`src/rtl/shift_add_mult.sv`:
```
`default_nettype none
// ============================================================================
// Module      : shift_add_mult
// Description : Sequential shift-and-add multiplier that takes WIDTH RUN
//               cycles and produces a 2*WIDTH-bit product. Define the
//               MULT_SIGNED_EN macro to add two's-complement operand support
//               through the signed_mode input.
// Revision    : 1.0 - initial release
// ============================================================================
module shift_add_mult #(
    parameter int WIDTH = 32
) (
    input  logic                 clk,
    input  logic                 rst,
    input  logic                 start,
    input  logic [WIDTH-1:0]     multiplicand,
    input  logic [WIDTH-1:0]     multiplier,
`ifdef MULT_SIGNED_EN
    input  logic                 signed_mode,
`endif
    output logic                 busy,
    output logic                 done,
    output logic [2*WIDTH-1:0]   product
);

    localparam int             c_CW   = $clog2(WIDTH);
    localparam logic [c_CW-1:0] c_LAST = c_CW'(WIDTH - 1);

    typedef enum logic [1:0] {
        S_IDLE = 2'd0,
        S_RUN  = 2'd1,
        S_DONE = 2'd2
    } state_t;

    state_t               r_state;
    state_t               w_state_next;
    logic [2*WIDTH-1:0]   r_mcand;
    logic [WIDTH-1:0]     r_mplier;
    logic [2*WIDTH-1:0]   r_acc;
    logic [c_CW-1:0]      r_count;
    logic [2*WIDTH-1:0]   r_product;
    logic                 r_done;

    logic                 w_last;
    logic                 w_subtract;
    logic [2*WIDTH-1:0]   w_mcand_ext;
    logic [2*WIDTH-1:0]   w_addend;
    logic [2*WIDTH-1:0]   w_acc_next;

    assign w_last   = (r_count == c_LAST);
    assign w_addend = r_mplier[0] ? r_mcand : '0;

`ifdef MULT_SIGNED_EN
    logic r_signed;

    assign w_mcand_ext = signed_mode ? {{WIDTH{multiplicand[WIDTH-1]}}, multiplicand}
                                     : {{WIDTH{1'b0}}, multiplicand};
    // The multiplier MSB carries negative weight in two's complement.
    assign w_subtract  = r_signed && w_last;
`else
    assign w_mcand_ext = {{WIDTH{1'b0}}, multiplicand};
    assign w_subtract  = 1'b0;
`endif

    assign w_acc_next = w_subtract ? (r_acc - w_addend) : (r_acc + w_addend);

    always_comb begin
        w_state_next = r_state;
        case (r_state)
            S_IDLE:  if (start) w_state_next = S_RUN;
            S_RUN:   if (w_last) w_state_next = S_DONE;
            S_DONE:  w_state_next = S_IDLE;
            default: w_state_next = S_IDLE;
        endcase
    end

    always_ff @(posedge clk or posedge rst) begin
        if (rst) begin
            r_state   <= S_IDLE;
            r_mcand   <= '0;
            r_mplier  <= '0;
            r_acc     <= '0;
            r_count   <= '0;
            r_product <= '0;
            r_done    <= 1'b0;
`ifdef MULT_SIGNED_EN
            r_signed  <= 1'b0;
`endif
        end else begin
            r_state <= w_state_next;
            r_done  <= 1'b0;
            case (r_state)
                S_IDLE: begin
                    if (start) begin
                        r_mcand  <= w_mcand_ext;
                        r_mplier <= multiplier;
                        r_acc    <= '0;
                        r_count  <= '0;
`ifdef MULT_SIGNED_EN
                        r_signed <= signed_mode;
`endif
                    end
                end
                S_RUN: begin
                    r_acc    <= w_acc_next;
                    r_mcand  <= r_mcand << 1;
                    r_mplier <= r_mplier >> 1;
                    r_count  <= r_count + c_CW'(1);
                end
                S_DONE: begin
                    r_product <= r_acc;
                    r_done    <= 1'b1;
                end
                default: ;
            endcase
        end
    end

    assign busy    = (r_state != S_IDLE);
    assign done    = r_done;
    assign product = r_product;

endmodule
`default_nettype wire

```
`config.mk`:
```
export PLATFORM = sky130hd
export DESIGN_NAME = shift_add_mult
export DESIGN_NICKNAME = d
export VERILOG_FILES = /design/src/rtl/shift_add_mult.sv
export SDC_FILE = /design/constraint.sdc
export NUM_CORES = 1
export LEC_CHECK = 0
export ABC_AREA = 1
export CORE_MARGIN = 8
export CORE_UTILIZATION = 60
export CTS_BUF_LIST = sky130_fd_sc_hd__clkbuf_4
export CTS_CLUSTER_SIZE = 10
export DETAILED_ROUTE_END_ITERATION = 8
export PLACE_DENSITY = 0.91
export SETUP_SLACK_MARGIN = 0.4
export SLEW_MARGIN = 10
export SYNTH_ARGS = -nofsm -noshare
export SYNTH_HDL_FRONTEND = slang
export SYNTH_SLANG_ARGS = --single-unit
```
`constraint.sdc`:
```
create_clock -name clk -period 9.4 [get_ports clk]
set_input_delay 0.94 -clock clk [delete_from_list [all_inputs] [get_ports clk]]
set_output_delay 0.94 -clock clk [all_outputs]
set_load 0.02 [all_outputs]
```
==> results.md <==
* Busiest grt layer: met2
* Die W at 175 um
* Compound-Gate Fraction of Synth Area at 0.101
* Final Max Slew Viols at 0
* Hold-fix buffers, CTS at 0
* Xor-xnor portion of the synthesized cell area at 0.00632
* Fin. Hold Viols at 0
* Vias at 15,300
* H-tree Lvls at 2
* Post-synthesis simple-gate area fraction at 0.313
* CP Class: flip-flop to flip-flop
* Final period util at 0.382
* Grt met3 use at 0.0550
* Layout Nets at 2,616
* Initial antenna violation count at 1
* Post-route setup TNS at 0 ps
* Share of cells above drive strength 1 at 0.0462
* Crit Path Max Fanout at 36
* Met2 Use GR at 0.482
* Overall global routing resource usage at 0.309
* Worst-Margin Slew at 1200 ps
* RePlAce Congestion at 0.966
* Detailed-router iteration count before antenna repair at 5
* Syn. warnings at 0
* DR vias/cell at 5.33
* Met1 usage at 0.440
* Grt ovf at 0
* Remaining DRCs at 0
* RSZ-0062 raised after global routing: no
* Die area at 30,800 sq um
* Pin count of the biggest net entering global routing at 107
* Largest area contributor in the netlist: dfrtp_1
* Sequential element share of the synthesized area at 0.381
* Post-synthesis mux area share at 0
* First-pass GRT wire length at 76.5 mm
* Req. time, crit path at 9990 ps
* Seq cells post-synth at 232
* PortBufs at 132
* Routed WL at 47.8 mm
* Reg clk slew, reported paths at 70 ps
* Syn nets at 2,480
* Clock tree from TritonCTS: yes
* WL per Instance at 16.7 um
* Outcome: finished, final reports clean
* Number of enable flip-flop cells after synthesis at 0
* First-iteration detailed-routing DRC count at 1,449
* Top-count cell post-synth: nand2_1
* P&R area growth vs syn at 15.2%
* Fmax at 279 MHz
* ANT nets after route at 0
* Ranking of synthesized cells by area: dfrtp_1 38%, nand2_1 22%, inv_1 13%
* Num rows at 58
* Worst VDD drop at 0.000324 V
* CTS max path bufs at 3
* Synth Area in Adders at 0.0547
* # resized after CTS at 0
* DP HPWL at 36.1 mm
* CP arrival at 4180 ps
* Synth Instances at 2,347
* Vias in the first global route at 14,800
* Count of different cell masters after synthesis at 34
* Slew HR at 0.199
* Core area at 25,000 sq um
* Top-area cell type share of the netlist area at 0.381
* Mean Syn Cell Area at 6.49 sq um
* Hold crit path type: flip-flop to flip-flop
* Cts bufs inserted at 60
* Post-CTS Setup Repair Bufs at 0
* Post-route minimum period at 3590 ps
* Clock sink total at 232
* Max Cap Viol at 0
* Most used DFF post-synth: dfrtp_1
* Worst R2R Setup Slack at 5810 ps
* Setup crit start kind: flip-flop
* Count of final setup violators at 0
* Worst Skew at 41.0 ps
* Power Density at 373 nW/um^2
* I/O pin count at 133
* Leakage at 10.3 nW
* Post-Syn Area at 15,200 sq um
* Asr flop ratio synth at 1.00
* Worst setup EP type: flip-flop
* Starting Density at 0.609
* Die H at 175 um
* Commonest cells post-synth: 913 x nand2_1, 508 x inv_1, 232 x dfrtp_1
* Largest family of logic cells by synthesized area: simple AND/OR/NAND/NOR gates
* Clock Tree Root: clkbuf_4
* Total Power at 0.00655 W
* Worst-Skew Late Latency at 720 ps
cells by family (layout without fill, tap and decap cells):
family	Yosys count	after routing
compound gates	258	258
xor+xnor	11	11
fa+ha+maj	66	66
buf+inv	580	763
flops	232	232
other cells	0	1
simple gates	1200	1200
worst max-delay path, stage by stage, from the launching register on:
cell and delay [ps]:
dfrtp_2 800, buf_4 480, nand2_1 90, inv_1 70
ha_1 210, inv_1 70, fa_1 470, inv_1 110
nand2_1 60, nand3_1 150, nand2_1 70, nand2_1 120
nand2_1 70, nand2_1 300, nand2_1 120, nand2_1 80
nand2_1 50, nand3_1 70, nand2_1 60
per-layer routing:
| metal | wire length, um | share of wire |
|---|---|---|
| met5 | 0 | 0 |
| met4 | 805 | 0.017 |
| met3 | 4300 | 0.090 |
| met2 | 21100 | 0.44 |
| met1 | 21600 | 0.45 |
sequential cells by signal, indices dropped and copies added (netlist names):
signal	flops
r_state	2
r_mcand	64
done	1
r_mplier	32
r_count	5
r_acc	64
product	64
through the flow:
| stage | hold WS, ps | cell area (sq um) | util | setup slack, ps | instances |
|---|---|---|---|---|---|
| after detailed placement | 464 | 16800 | 0.671 | 5900 | 2750 |
| after floorplan | 449 | 15200 | - | 2100 | 2347 |
| after global placement | 461 | 16800 | 0.671 | 6010 | 2750 |
| after global routing | 507 | 17600 | 0.701 | 5580 | 2861 |
| after CTS | 481 | 17500 | 0.700 | 5510 | 2859 |
| final | 477 | 17600 | 0.701 | 5810 | 2861 |
power by group:
| group | internal (W) | switching, W | leakage (nW) | total [W] |
|---|---|---|---|---|
| registers | 0.00149 | 0.000373 | 2.81 | 0.00186 |
| clock network | 0.000420 | 0.000444 | 0.438 | 0.000865 |
| logic | 0.00129 | 0.00253 | 7.02 | 0.00383 |
cells in the final DEF, fill, tap and decap left out, types with 20 or more instances in the layout:
cell type        synthesis  layout
dfrtp_1                232     231
clkinv_1                 0      23
nand2_1                913     912
nand3_1                141     141
a21oi_1                 60      60
o221ai_1                27      27
inv_1                  508     507
nor2_1                 113     113
clkbuf_4                 0      78
o22ai_1                 48      48
clkdlybuf4s50_1          0     131
ha_1                    65      65
o21ai_0                 85      85
a22oi_1                 20      20
path summary, 6_finish.rpt:
| check | startpoint | to | depth (start not counted) |
|---|---|---|---|
| max | r_mplier[0] | r_acc[46] | 18 |
| min | product[59] | product[59] | 2 |
| max reg2reg | r_mplier[0] | r_acc[46] | 18 |
| min reg2reg | product[59] | product[59] | 2 |
| max in group asynchronous | rst | r_acc[48] | 3 |
| min in group asynchronous | rst | r_mplier[17] | 2 |
area by class of cell:
class | count | area [sq um]
Clock inverter | 31 | 159
Tap cell | 330 | 413
Clock buffer | 78 | 586
Fill cell | 2169 | 7480
Inverter | 512 | 1930
Antenna cell | 1 | 2.50
Sequential cell | 232 | 5810
Timing Repair Buffer | 142 | 1400
Multi-Input combinational cell | 1535 | 7260
Note: power is estimated with default switching activity, not from simulation.
